### config.mk
export PLATFORM = sky130hd
export DESIGN_NAME = calc_entry_fsm
export DESIGN_NICKNAME = d
export VERILOG_FILES = /design/src/rtl/calc_entry_fsm.sv
export SDC_FILE = /design/constraint.sdc
export NUM_CORES = 1
export LEC_CHECK = 0
export CELL_PAD_IN_SITES_DETAIL_PLACEMENT = 1
export CELL_PAD_IN_SITES_GLOBAL_PLACEMENT = 1
export CORE_UTILIZATION = 25
export CTS_BUF_LIST = sky130_fd_sc_hd__clkbuf_8
export CTS_CLUSTER_DIAMETER = 200
export DETAILED_ROUTE_END_ITERATION = 8
export GPL_TIMING_DRIVEN = 0
export HOLD_SLACK_MARGIN = 0.08
export PLACE_DENSITY_LB_ADDON = 0.3
export SYNTH_ARGS = -nofsm -noshare
export SYNTH_HDL_FRONTEND = slang
export SYNTH_SLANG_ARGS = --single-unit
export TNS_END_PERCENT = 10
### constraint.sdc
create_clock -name clk -period 2 [get_ports clk]
set_clock_uncertainty 0.2 [all_clocks]
set_input_delay 0.3 -clock clk [delete_from_list [all_inputs] [get_ports clk]]
set_output_delay 0.3 -clock clk [all_outputs]
set_load 0.1 [all_outputs]
### src/rtl/calc_entry_fsm.sv
// Purpose: operand/operation entry sequencer for the four-function calculator; captures the ALU result (optional CALC_DIV_EN adds divide mode and a divide-by-zero guard).
// Latency: an accepted enter updates its register and phase after that edge; the result is captured one SETTLE cycle after operand b is latched.
// Backpressure: none; an enter in GET_A/GET_OP/GET_B/SHOW is accepted on the same cycle, an enter during SETTLE is dropped, and clear always wins over enter.
module calc_entry_fsm #(
    parameter int DATA_W = 4,
    parameter int RES_W  = 8
) (
    input  logic              clk,
    input  logic              rst,
    input  logic [DATA_W-1:0] sw,
    input  logic              enter,
    input  logic              clear,
    output logic [DATA_W-1:0] alu_a,
    output logic [DATA_W-1:0] alu_b,
    output logic [3:0]        alu_mode,
    input  logic [RES_W-1:0]  alu_out,
    input  logic              alu_neg,
    output logic [RES_W-1:0]  result,
    output logic              result_neg,
    output logic              result_valid,
    output logic              err,
    output logic [2:0]        phase
);

    typedef enum logic [2:0] {
        GET_A  = 3'd0,
        GET_OP = 3'd1,
        GET_B  = 3'd2,
        SETTLE = 3'd3,
        SHOW   = 3'd4
    } state_t;

    state_t state;

    // The display indicators see the state register directly.
    assign phase = state;

    // Mode codes the ALU understands in this build.
    function automatic logic op_ok(input logic [DATA_W-1:0] code);
        logic ok;
        ok = (code == DATA_W'(1)) || (code == DATA_W'(2)) || (code == DATA_W'(3));
`ifdef CALC_DIV_EN
        ok = ok || (code == DATA_W'(4));
`endif
        return ok;
    endfunction

    // Entry sequencing, result capture and error flag, all in one registered process.
    always_ff @(posedge clk) begin
        if (rst || clear) begin
            alu_a        <= '0;
            alu_b        <= '0;
            alu_mode     <= '0;
            result       <= '0;
            result_neg   <= 1'b0;
            result_valid <= 1'b0;
            err          <= 1'b0;
            state        <= GET_A;
        end else begin
            case (state)
                GET_A: begin
                    if (enter) begin
                        alu_a <= sw;
                        err   <= 1'b0;
                        state <= GET_OP;
                    end
                end
                GET_OP: begin
                    if (enter) begin
                        if (op_ok(sw)) begin
                            alu_mode <= 4'(sw);
                            err      <= 1'b0;
                            state    <= GET_B;
                        end else begin
                            // Unknown code: keep the old mode and wait for a valid one.
                            err <= 1'b1;
                        end
                    end
                end
                GET_B: begin
                    if (enter) begin
`ifdef CALC_DIV_EN
                        if ((alu_mode == 4'd4) && (sw == '0)) begin
                            // Divisor of zero is refused; operand b stays as it was.
                            err <= 1'b1;
                        end else begin
                            alu_b <= sw;
                            err   <= 1'b0;
                            state <= SETTLE;
                        end
`else
                        alu_b <= sw;
                        err   <= 1'b0;
                        state <= SETTLE;
`endif
                    end
                end
                SETTLE: begin
                    // ALU has had a full cycle with the final operands; take its answer.
                    result       <= alu_out;
                    result_neg   <= alu_neg;
                    result_valid <= 1'b1;
                    state        <= SHOW;
                end
                SHOW: begin
                    if (enter) begin
                        // New calculation chained off the switch value; old result stays visible but invalid.
                        alu_a        <= sw;
                        result_valid <= 1'b0;
                        state        <= GET_OP;
                    end
                end
                default: begin
                    state <= GET_A;
                end
            endcase
        end
    end

endmodule

==> results of run 1 <==
## cell usage after synthesis (2+ instances only)
master	number	area share, %
sky130_fd_sc_hd__a21oi_1	4	2.0
sky130_fd_sc_hd__and3_2	2	1.5
sky130_fd_sc_hd__and4bb_2	2	2.4
sky130_fd_sc_hd__buf_2	2	0.98
sky130_fd_sc_hd__clkbuf_1	3	1.1
sky130_fd_sc_hd__dfxtp_1	26	51
sky130_fd_sc_hd__inv_1	3	1.1
sky130_fd_sc_hd__mux2i_1	19	19
sky130_fd_sc_hd__nand2_1	4	1.5
sky130_fd_sc_hd__nand3b_1	2	1.5
sky130_fd_sc_hd__nor2_1	20	7.3
sky130_fd_sc_hd__o31ai_1	2	1.5
## routing by layer
layer / wire, µm / up-vias
met4: 63 / 0
met3: 73 / 7
met1: 1190 / 418
li1: - / 435
met5: 0 / -
met2: 1340 / 20
## final cells by class
cell class	count	area [µm²]	area share, %
Buffer	6	32.5	2.13
Clock buffer	4	55.1	3.60
Inverter	3	11.3	0.736
Multi-Input combinational cell	66	458	30.0
Sequential cell	26	524	34.3
Tap cell	48	60.1	3.93
Timing Repair Buffer	42	388	25.4
## kinds of logic (layout without fill, tap and decap cells)
family                 count (synthesis)  after routing  synth area share [%]
AO/OA/AOI/OAI                          9              9                  5.75
buffers and inverters                  9             55                  4.28
flip-flops                            26             26                  50.9
multiplexers                          19             19                  18.6
AND/OR/NAND/NOR                       38             38                  20.4
## registers in the layout, summed over array words and instances, names as in the netlist
register      flops
phase             3
alu_a             4
result            8
alu_b             4
alu_mode          4
result_valid      1
err               1
result_neg        1
## power groups by stage
stage / logic [mW] / registers [mW] / clock network [mW]
after global placement: 0.118 / 0.537 / 0
after global routing: 0.126 / 0.525 / 0.369
after floorplan: 0.0335 / 0.570 / 0
final: 0.118 / 0.525 / 0.333
after detailed placement: 0.121 / 0.537 / 0
after CTS: 0.119 / 0.525 / 0.346
## worst paths after layout
path	start	end	slack, ps
max	alu_mode[3]$_SDFFE_PP0P_	alu_mode[3]	30
min	alu_mode[0]$_SDFFE_PP0P_	alu_mode[0]$_SDFFE_PP0P_	280
max reg2reg	phase[0]$_SDFFE_PP0P_	alu_mode[2]$_SDFFE_PP0P_	290
min reg2reg	alu_mode[0]$_SDFFE_PP0P_	alu_mode[0]$_SDFFE_PP0P_	280
## what timing repair did
item	4_1_cts	5_1_grt
gates resized for setup	31	20
setup buffers	0	0
pin swaps	0	0
endpoints found under the setup margin	26	18
## per-stage QoR
step / hold slack [ps] / cell area, µm² / power (mW)
after global placement: 250 / 1510 / 0.654
final: 275 / 1530 / 0.975
after floorplan: 239 / 1030 / 0.603
after CTS: 280 / 1540 / 0.990
after detailed placement: 270 / 1510 / 0.658
after global routing: 312 / 1530 / 1.02
==> impl_summary.txt, run 1 <==
----------------------------------------------------
[Route]
  Count of vias placed by the detailed router ... 880
  Count of unresolved DRC violations after routing ... 0
  Sum of routed wire length over all layers ... 2670 µm
  Initial DRC count ... 39
  Drt pass-1 iters ... 4
  Drt via density ... 4.51
  Number of nets with antenna violations after detailed routing ... 0
  Drt wl/cell ... about 14 µm

[Clocking]
  CTS sink cnt ... 26
  H-tree Lvls ... 1
  Number of buffers added to fix hold violations after cts ... 0
  Buffer depth of the longest clock path ... 2
  Clk slew on worst S/H paths ... 90 ps
  Cell at the root of the clock tree ... sky130_fd_sc_hd__clkbuf_8
  TritonCTS clock tree ... done
  Number of buffers created by CTS ... 3
  Clock insertion delay at the later pin of the skew report ... roughly 270 ps

[Yosys]
  Fraction of registers with async set/reset ... 0%
  Post-Syn Area ... around 1000 µm²
  Register bit total from synthesis ... 26
  Number of distinct library cell variants in the gate-level netlist after synthesis ... 24
  Count of flip-flops with a built-in enable after synthesis ... 0
  Leading register cell type out of synthesis ... sky130_fd_sc_hd__dfxtp_1
  Mapped Nets ... 118
  Yosys warnings ... 0
  Mean post-synth cell area ... 10.1 µm²
  Share of the yosys chip area belonging to registers ... 50.9%
  Number of instances in the synthesized netlist ... between 100 and 150

[Final layout]
  Layout overhead on the synthesized area ... 49.6%
  Layout Nets ... 165
  Antenna Cells ... 0
  Commonest cells after routing, fill and taps aside ... 23 x sky130_fd_sc_hd__dfxtp_1, 20 x sky130_fd_sc_hd__nor2_1, 19 x sky130_fd_sc_hd__mux2i_1, 16 x sky130_fd_sc_hd__clkdlybuf4s50_1, 13 x sky130_fd_sc_hd__clkdlybuf4s15_1
  Most frequent standard cell in the layout excluding fill and tap cells ... sky130_fd_sc_hd__dfxtp_1
  Finished Layout Cells ... 195
  Final design utilization ... between 40% and 50%
  Share of layout cells above drive strength 1 ... roughly 16%
  Number of fill cells in the layout ... 440

[Power and ir drop]
  Leakage Power ... 0.677 nW
  Power share of the clock group ... 34.1%
  Worst ir drop on vdd ... 0.250 mV
  Switching power summed over all nets ... around 0.23 mW
  Power per cell area ... around 640 nW/µm²
  Seq pwr share ... 53.8%
  Design internal power ... 0.745 mW
  Switching fraction of total power ... 23.6%
  Gate power share ... 12.1%

[Global route]
  Met2 Resource Use GR ... 23.6%
  GR peak layer ... met2
  M3 GR Usage ... 2.93%
  All-Layer GR Usage ... roughly 14%
  Wire length of the first global-routing pass ... 4550 µm
  GRT Residual Overflow ... 0
  Largest net degree at the start of global routing ... 15
  Number of global-route vias before repair ... 910
  GRT met1 Usage ... 16.6%
  Number of antenna violations at the first check in global routing ... 0

[Floorplan]
  Die area ... 4350 µm²
  Total core area ... 3800 µm²
  Starting density of the core ... 26.9%
  Die height ... 65.9 µm
  Width of the die ... 65.9 µm
  Std-Cell Rows ... 22
  Ports placed on the boundary ... 43

[Timing]
  Final hold violation count ... 0
  Minimum period implied by the final worst setup slack ... 1970 ps
  Worst Max-Slew Pin Slew ... between 900 and 1000 ps
  Max Slew Vio Count ... 0
  Slack of the critical path ... 34.3 ps
  Share of the cycle needed by the critical path after routing ... a little over nine tenths
  Peak clock frequency supported by timing ... 0.509 GHz
  Worst max-slew margin expressed relative to the limit ... 35.6%
  Total negative slack ... 0 ps
  Setup violations, final ... 0
  Setup repair after global routing missed its margin ... true

[Critical path]
  Startpoint type of the worst setup path ... flop
  Endpoint required time on the critical path ... ~1500 ps
  Arrival time of data at the critical path endpoint ... 1470 ps
  Critical path depth in cells ... 1
  Worst stage delay on the critical path ... ~860 ps
  Cell class contributing the biggest share of worst-path delay ... buffers and inverters
  Category of the worst setup path capture point ... primary output
  Cells along the critical path ... dlygate4sd2_1
  Slowest CP cell ... sky130_fd_sc_hd__dlygate4sd2_1
  CP Class ... flop to primary output
  Worst path buffer plus inverter count ... 1
  CP max FO ... 2
  Number of cells traversed by the worst register-to-register path ... 4

[Job]
  Max Cap Viol ... 0

[Placement]
  Detailed-placement wirelength estimate ... 2070 µm
  Number of placed instances with taps included ... 191
  Placer's final routability congestion estimate ... 0.743
  Number of I/O port buffers ... 42
  DP Worst Slack ... -78.4 ps

[Outcome]
  Run status ... completed

[Min path]
  Worst min-delay path category ... flop to flop
  Hold Path Stages ... 2

----------------------------------------------------
Power figures use the tool's default switching activity.
==> run 2: changes to the inputs <==
- PLACE_DENSITY_LB_ADDON: 0.3 -> 0.1
==> run 2 against run 1 <==
Compared with the run above:
- global-route usage is 1.4 points lower
- critical path depth stayed put
- clock power is 28% higher
- combinational power hardly changed
- sequential power hardly changed
- worst setup slack better by 4.4 ps
- non-clock buffer count stayed put
- sequential share of layout area is 0.39 points lower
- final area is 1.1% higher
- maximum frequency is 0.23% higher
- utilization is 0.46 points higher
- first-iteration DRC count stayed put
==> impl_summary.txt, run 2 (synthesized netlist as in run 1, its figures left out) <==
----------------------------------------------------
[Placement]
  DP Worst Slack ... -88.1 ps (-9.66 ps)
  Placer's final routability congestion estimate ... 0.732 (-1.4%)
  Number of placed instances with taps included ... 191 (unchanged)
  Detailed-placement wirelength estimate ... 1850 µm (-11%)
  Number of I/O port buffers ... 42 (unchanged)

[Route]
  Drt wl/cell ... 12.5 µm (-8.8%)
  Count of vias placed by the detailed router ... 869 (-1.3%)
  Sum of routed wire length over all layers ... 2440 µm (-8.8%)
  Drt via density ... 4.46 (-1.2%)
  Count of unresolved DRC violations after routing ... 0 (unchanged)
  Drt pass-1 iters ... 4 (unchanged)
  Initial DRC count ... 39 (unchanged)
  Number of nets with antenna violations after detailed routing ... 0 (unchanged)

[Clocking]
  CTS sink cnt ... 26 (unchanged)
  Clk slew on worst S/H paths ... 80 ps (about the same)
  Buffer depth of the longest clock path ... 2 (unchanged)
  Number of buffers created by CTS ... 3 (unchanged)
  H-tree Lvls ... 1 (unchanged)
  Number of buffers added to fix hold violations after cts ... 0 (unchanged)
  TritonCTS clock tree ... done
  Cell at the root of the clock tree ... sky130_fd_sc_hd__clkbuf_8
  Clock insertion delay at the later pin of the skew report ... 260 ps (about the same)

[Job]
  Max Cap Viol ... 0 (unchanged)

[Power and ir drop]
  Switching fraction of total power ... 21.6% (-2.0 points)
  Switching power summed over all nets ... 0.230 mW (+0.19%)
  Power share of the clock group ... 39.9% (+5.8 points)
  Gate power share ... 10.9% (-1.2 points)
  Seq pwr share ... 49.2% (-4.6 points)
  Leakage Power ... 0.681 nW (+0.48%)
  Power per cell area ... 690 nW/µm² (+8.2%)
  Worst ir drop on vdd ... 0.303 mV (+21%)
  Design internal power ... 0.837 mW (+12%)

[Critical path]
  Startpoint type of the worst setup path ... flop
  Critical path depth in cells ... 1 (unchanged)
  Worst r2r dst ... alu_mode[2]$_SDFFE_PP0P_
  Setup slack on the worst flop-to-flop path ... 310 ps (+20 ps)
  Cells along the critical path ... dlygate4sd2_1
  Reg-to-Reg Start ... phase[0]$_SDFFE_PP0P_
  CP max FO ... 2 (unchanged)
  Cell class contributing the biggest share of worst-path delay ... buffers and inverters
  CP Class ... flop to primary output
  Arrival time of data at the critical path endpoint ... 1460 ps (about the same)
  Slowest CP cell ... sky130_fd_sc_hd__dlygate4sd2_1
  Number of cells traversed by the worst register-to-register path ... 4 (unchanged)
  Endpoint required time on the critical path ... 1500 ps (about the same)
  Worst stage delay on the critical path ... 860 ps (about the same)
  Category of the worst setup path capture point ... primary output
  Worst path buffer plus inverter count ... 1 (unchanged)

[Final layout]
  Layout overhead on the synthesized area ... 51.3%
  Layout Nets ... 165 (unchanged)
  Commonest cells after routing, fill and taps aside ... 23 x sky130_fd_sc_hd__dfxtp_1, 20 x sky130_fd_sc_hd__nor2_1, 19 x sky130_fd_sc_hd__mux2i_1, 16 x sky130_fd_sc_hd__clkdlybuf4s50_1, 14 x sky130_fd_sc_hd__clkdlybuf4s15_1
  Finished Layout Cells ... 195 (unchanged)
  Flip-flop count of the largest register after layout ... 8 (unchanged)
  Largest register by flop count ... result
  Most frequent standard cell in the layout excluding fill and tap cells ... sky130_fd_sc_hd__dfxtp_1
  Share of layout cells above drive strength 1 ... 15.6% (unchanged)
  Antenna Cells ... 0 (unchanged)
  Number of fill cells in the layout ... 433 (-1.6%)

[Timing]
  Worst Max-Slew Pin Slew ... 963 ps (-7.23 ps)
  Slack of the critical path ... 38.8 ps (+4.42 ps)
  Worst max-slew margin expressed relative to the limit ... 36.1% (+0.49 points)
  Setup violations, final ... 0 (unchanged)
  Share of the cycle needed by the critical path after routing ... 98.1% (-0.22 points)
  Total negative slack ... 0 ps (unchanged)
  Peak clock frequency supported by timing ... 0.510 GHz (+0.23%)
  Max Slew Vio Count ... 0 (unchanged)
  Final hold violation count ... 0 (unchanged)
  Setup repair after global routing missed its margin ... true
  Minimum period implied by the final worst setup slack ... 1960 ps (-4.42 ps)
  Final-layout worst hold slack ... 262 ps (-13.0 ps)

[Floorplan]
  Std-Cell Rows ... 22 (unchanged)
  Die area ... 4350 µm² (unchanged)
  Ports placed on the boundary ... 43 (unchanged)
  Width of the die ... 65.9 µm (unchanged)
  Total core area ... 3800 µm² (unchanged)
  Starting density of the core ... 26.9% (unchanged)
  Die height ... 65.9 µm (unchanged)

[Min path]
  Worst min-delay path category ... flop to flop
  Hold Path Stages ... 2 (unchanged)
  Launch instance of the worst min-delay path ... alu_mode[1]$_SDFFE_PP0P_
  End point of the worst hold path ... alu_mode[1]$_SDFFE_PP0P_

[Global route]
  GRT Residual Overflow ... 0 (unchanged)
  All-Layer GR Usage ... 12.7% (-1.4 points)
  Largest net degree at the start of global routing ... 16 (+1)
  Number of global-route vias before repair ... 932 (+2.4%)
  Number of antenna violations at the first check in global routing ... 0 (unchanged)
  Wire length of the first global-routing pass ... 4200 µm (-7.6%)

[Outcome]
  Run status ... completed

----------------------------------------------------
[run 2: worst max-delay path by stage]
stage                              from                       end  slack (ps)
2_1_floorplan     phase[0]$_SDFFE_PP0P_  alu_mode[2]$_SDFFE_PP0P_         -50
4_1_cts           alu_b[1]$_SDFFE_PP0P_                  alu_b[1]           4
3_5_place_dp                      sw[3]  alu_mode[2]$_SDFFE_PP0P_         -90
3_3_place_gp                      enter     alu_a[3]$_SDFFE_PP0P_         -70
5_1_grt           alu_b[1]$_SDFFE_PP0P_                  alu_b[1]         -10
6_report       alu_mode[0]$_SDFFE_PP0P_               alu_mode[0]          40
[run 2: metrics by stage]
step                      utilization, %  cell area (µm²)  power, mW
after floorplan                        -             1030      0.603
after global placement              39.7             1510      0.656
after detailed placement            39.7             1510      0.657
after CTS                           40.8             1550       1.08
after global routing                40.7             1550       1.12
final                               40.7             1550       1.07
[run 2: area by class of cell]
type	count	area (µm²)	area share, %
plain buffers	6	32.5	2.10
well taps	48	60.1	3.88
repair buffers	42	389	25.2
clock buffers	3	41.3	2.67
flip-flops and latches	26	524	33.9
inverters	3	11.3	0.728
multi-input cells	66	458	29.6
clock inverters	1	30.0	1.94
[run 2: power by group through the flow]
stage / sequential (mW) / clock, mW / combinational (mW)
after floorplan: 0.570 / 0 / 0.0335
after global placement: 0.536 / 0 / 0.119
after detailed placement: 0.537 / 0 / 0.121
after CTS: 0.524 / 0.439 / 0.118
after global routing: 0.525 / 0.470 / 0.124
final: 0.524 / 0.426 / 0.116
[run 2: timing repair]
action | 4_1_cts | 5_1_grt
setup endpoints to repair | 26 | 19
resized for setup | 29 | 23
setup buffers | 0 | 0
[run 2: layer usage]
| layer | global-route usage [%] | wire (µm) |
|---|---|---|
| met2 | 20.9 | 1100 |
| met5 | 0 | 0 |
| met3 | 3.45 | 147 |
| met4 | 4.79 | 19 |
| met1 | 15.7 | 1170 |
==> run 3: changes to the inputs <==
- ABC_AREA: default -> 1
- CORE_UTILIZATION: 25 -> 28
- CTS_BUF_LIST: sky130_fd_sc_hd__clkbuf_8 -> default
==> run 3 against run 2 <==
Compared with the run above:
- final cell count rose by 11%
- register-to-register slack improved by 180 ps
- first-iteration DRC count fell by 51%
- die area fell by 13%
- routed wire length rose by 16%
- clock-buffer cell count did not move
- sequential power rose by 1%
- critical path depth did not move
- worst setup slack improved by 68 ps
- final area fell by 1.5%
- critical path type unchanged
==> impl_summary.txt, run 3 <==
----------------------------------------------------
[Final layout]
  Commonest cells after routing, fill and taps aside ... 32 x sky130_fd_sc_hd__nor2_1, 25 x sky130_fd_sc_hd__dfxtp_1, 25 x sky130_fd_sc_hd__clkdlybuf4s15_2, 17 x sky130_fd_sc_hd__o21ai_0, 16 x sky130_fd_sc_hd__clkdlybuf4s50_1
  Most frequent standard cell in the layout excluding fill and tap cells ... sky130_fd_sc_hd__nor2_1
  Finished Layout Cells ... 217 (+11%)
  Number of fill cells in the layout ... 432 (-0.23%)
  Share of layout cells above drive strength 1 ... 23.4% (+7.7 points)
  Final design utilization ... 45.3% (+4.6 points)
  Antenna Cells ... 0 (unchanged)
  Layout overhead on the synthesized area ... 53.0%
  Largest register by flop count ... result
  Layout Nets ... 190 (+15%)
  Flip-flop count of the largest register after layout ... 8 (unchanged)
  Layout Cell Area excl Fill ... 1520 µm² (-1.5%)

[Yosys]
  Top cells by area, synth ... sky130_fd_sc_hd__dfxtp_1 52%, sky130_fd_sc_hd__nor2_1 12%, sky130_fd_sc_hd__o21ai_0 8.5%
  Number of instances in the synthesized netlist ... 126 (+25%)
  Fraction of registers with async set/reset ... 0% (unchanged)
  Share of the yosys chip area belonging to registers ... 52.3% (+1.3 points)
  Post-Syn Area ... 996 µm² (-2.6%)
  Mean post-synth cell area ... 7.90 µm² (-22%)
  Most frequent cell after synthesis ... sky130_fd_sc_hd__nor2_1
  Mapped Nets ... 143 (+21%)
  Number of distinct library cell variants in the gate-level netlist after synthesis ... 21 (-13%)
  Most instantiated cells after synthesis ... 32 x sky130_fd_sc_hd__nor2_1, 26 x sky130_fd_sc_hd__dfxtp_1, 17 x sky130_fd_sc_hd__o21ai_0
  Register bit total from synthesis ... 26 (unchanged)
  Leading register cell type out of synthesis ... sky130_fd_sc_hd__dfxtp_1
  Post-synthesis cell type with the largest combined area ... sky130_fd_sc_hd__dfxtp_1
  Count of flip-flops with a built-in enable after synthesis ... 0 (unchanged)
  Share of Yosys cell area claimed by the top area cell type ... 52.3% (+1.3 points)
  Yosys warnings ... 0 (unchanged)

[Global route]
  Number of antenna violations at the first check in global routing ... 0 (unchanged)
  Wire length of the first global-routing pass ... 4660 µm (+11%)
  M3 GR Usage ... 2.94% (-0.51 points)
  GRT Residual Overflow ... 0 (unchanged)
  GRT met1 Usage ... 19.7% (+4.0 points)
  GR peak layer ... met2
  Met2 Resource Use GR ... 30.9% (+10 points)
  Largest net degree at the start of global routing ... 14 (-2)
  Number of global-route vias before repair ... 1030 (+11%)
  All-Layer GR Usage ... 17.1% (+4.4 points)

[Timing]
  Minimum period implied by the final worst setup slack ... 1890 ps (-68.3 ps)
  Total negative slack ... 0 ps (unchanged)
  Max Slew Vio Count ... 0 (unchanged)
  Setup violations, final ... 0 (unchanged)
  Peak clock frequency supported by timing ... 0.528 GHz (+3.6%)
  Setup repair after global routing missed its margin ... false
  Worst Max-Slew Pin Slew ... 555 ps (-408 ps)
  Share of the cycle needed by the critical path after routing ... 94.6% (-3.4 points)
  Worst max-slew margin expressed relative to the limit ... 63.2% (+27 points)
  Final hold violation count ... 0 (unchanged)

[Min path]
  Worst min-delay path category ... flop to flop

[Critical path]
  Cell class contributing the biggest share of worst-path delay ... buffers and inverters
  Slowest CP cell ... sky130_fd_sc_hd__clkdlybuf4s15_2
  Category of the worst setup path capture point ... primary output
  Endpoint required time on the critical path ... 1500 ps (about the same)
  Cells along the critical path ... clkdlybuf4s15_2
  Worst path buffer plus inverter count ... 1 (unchanged)
  CP Class ... flop to primary output
  Arrival time of data at the critical path endpoint ... 1390 ps (-70 ps)
  CP max FO ... 6 (+4)
  Startpoint type of the worst setup path ... flop
  Worst stage delay on the critical path ... 600 ps (-260 ps)

[Clocking]
  Number of buffers created by CTS ... 3 (unchanged)
  Cell at the root of the clock tree ... sky130_fd_sc_hd__clkbuf_4
  Clk slew on worst S/H paths ... 140 ps (+60 ps)
  Buffer depth of the longest clock path ... 2 (unchanged)
  H-tree Lvls ... 1 (unchanged)
  Post-cts repair resize count ... 79 (+170%)
  Post-CTS setup-driven buffer insertion count ... 0 (unchanged)
  Number of buffers added to fix hold violations after cts ... 0 (unchanged)
  CTS sink cnt ... 26 (unchanged)
  Clock insertion delay at the later pin of the skew report ... 320 ps (+60 ps)
  TritonCTS clock tree ... done

[Route]
  Drt pass-1 iters ... 2 (-2)
  Initial DRC count ... 19 (-51%)
  Drt wl/cell ... 13.0 µm (+4.4%)
  Count of unresolved DRC violations after routing ... 0 (unchanged)
  Drt via density ... 4.58 (+2.7%)
  Sum of routed wire length over all layers ... 2830 µm (+16%)
  Number of nets with antenna violations after detailed routing ... 0 (unchanged)
  Count of vias placed by the detailed router ... 993 (+14%)

[Power and ir drop]
  Leakage Power ... 0.597 nW (-12%)
  Power share of the clock group ... 25.2% (-15 points)
  Worst ir drop on vdd ... 0.197 mV (-35%)
  Design internal power ... 0.643 mW (-23%)
  Total Power ... 0.891 mW (-16%)
  Power per cell area ... 585 nW/µm² (-15%)
  Gate power share ... 15.2% (+4.3 points)
  Switching fraction of total power ... 27.9% (+6.3 points)
  Switching power summed over all nets ... 0.248 mW (+7.9%)
  Seq pwr share ... 59.6% (+10 points)

[Placement]
  Area after detailed placement ... 1480 µm² (-2.1%)
  Detailed-placement wirelength estimate ... 2160 µm (+17%)
  Placer's final routability congestion estimate ... 0.783 (+7.0%)
  Number of I/O port buffers ... 42 (unchanged)
  Number of placed instances with taps included ... 214 (+12%)

[Floorplan]
  Die height ... 61.6 µm (-6.5%)
  Ports placed on the boundary ... 43 (unchanged)
  Starting density of the core ... 29.6% (+2.7 points)
  Width of the die ... 61.6 µm (-6.5%)
  Std-Cell Rows ... 21 (-4.5%)
  Die area ... 3800 µm² (-13%)
  Total core area ... 3360 µm² (-11%)

[Job]
  Max Cap Viol ... 0 (unchanged)

[Outcome]
  Run status ... completed

----------------------------------------------------
run 3: changes by cell type after synthesis, sizes merged, moves of 6 or more:
cell / before / now
a21oi: 4 / 10
inv: 3 / 12
mux2i: 19 / 0
nand3: 0 / 7
nor2: 20 / 35
o21ai: 1 / 21
run 3: kinds of logic after synthesis:
group                  Yosys count  share of synthesized area (%)
and+or+nand+nor                 54                           25.4
buffers and inverters           15                           6.41
DFF                             26                           52.3
AOI/OAI and AO/OA               31                           16.0
run 3: layer usage:
| layer | wire length [µm] | vias up |
|---|---|---|
| met5 | 0 | - |
| met4 | 39 | 0 |
| met3 | 123 | 4 |
| met2 | 1430 | 23 |
| met1 | 1230 | 458 |
| li1 | - | 508 |
run 3: per-stage QoR:
stage                     hold slack (ps)  worst slack (ps)
after global placement                233              -201
after floorplan                       235              25.7
after detailed placement              246              -206
after global routing                  290              38.1
after CTS                             266              13.1
final                                 261               107
run 3: area by class of cell:
class	instances	area (µm²)	area share [%]
Sequential cell	26	522	34.2
Clock buffer	3	22.5	1.48
Buffer	3	18.8	1.23
Tap cell	46	57.6	3.78
Multi-Input combinational cell	85	412	27.0
Inverter	12	45.0	2.96
Timing Repair Buffer	42	447	29.3
run 3: worst paths after layout:
path	from	endpoint	slack, ps	depth (start not counted)
hold reg to reg	alu_mode[3]$_SDFFE_PP0P_	alu_mode[3]$_SDFFE_PP0P_	260	2
setup / recovery	phase[2]$_SDFFE_PP0P_	phase[2]	110	1
hold / removal	alu_mode[3]$_SDFFE_PP0P_	alu_mode[3]$_SDFFE_PP0P_	260	2
setup reg to reg	phase[2]$_SDFFE_PP0P_	alu_b[2]$_SDFFE_PP0P_	490	6
run 3: worst min-delay path, stage by stage, from the launching register on:
cell	delay (ps)
sky130_fd_sc_hd__dfxtp_1	340
sky130_fd_sc_hd__nand2_1	60
sky130_fd_sc_hd__nor2_1	40
run 3: power groups by stage:
stage | combinational [mW] | clock [mW] | sequential, mW
floorplan | 0.0342 | 0 | 0.589
global placement | 0.137 | 0 | 0.542
global route | 0.146 | 0.259 | 0.532
finish | 0.135 | 0.225 | 0.531
detailed placement | 0.139 | 0 | 0.542
CTS | 0.138 | 0.243 | 0.531
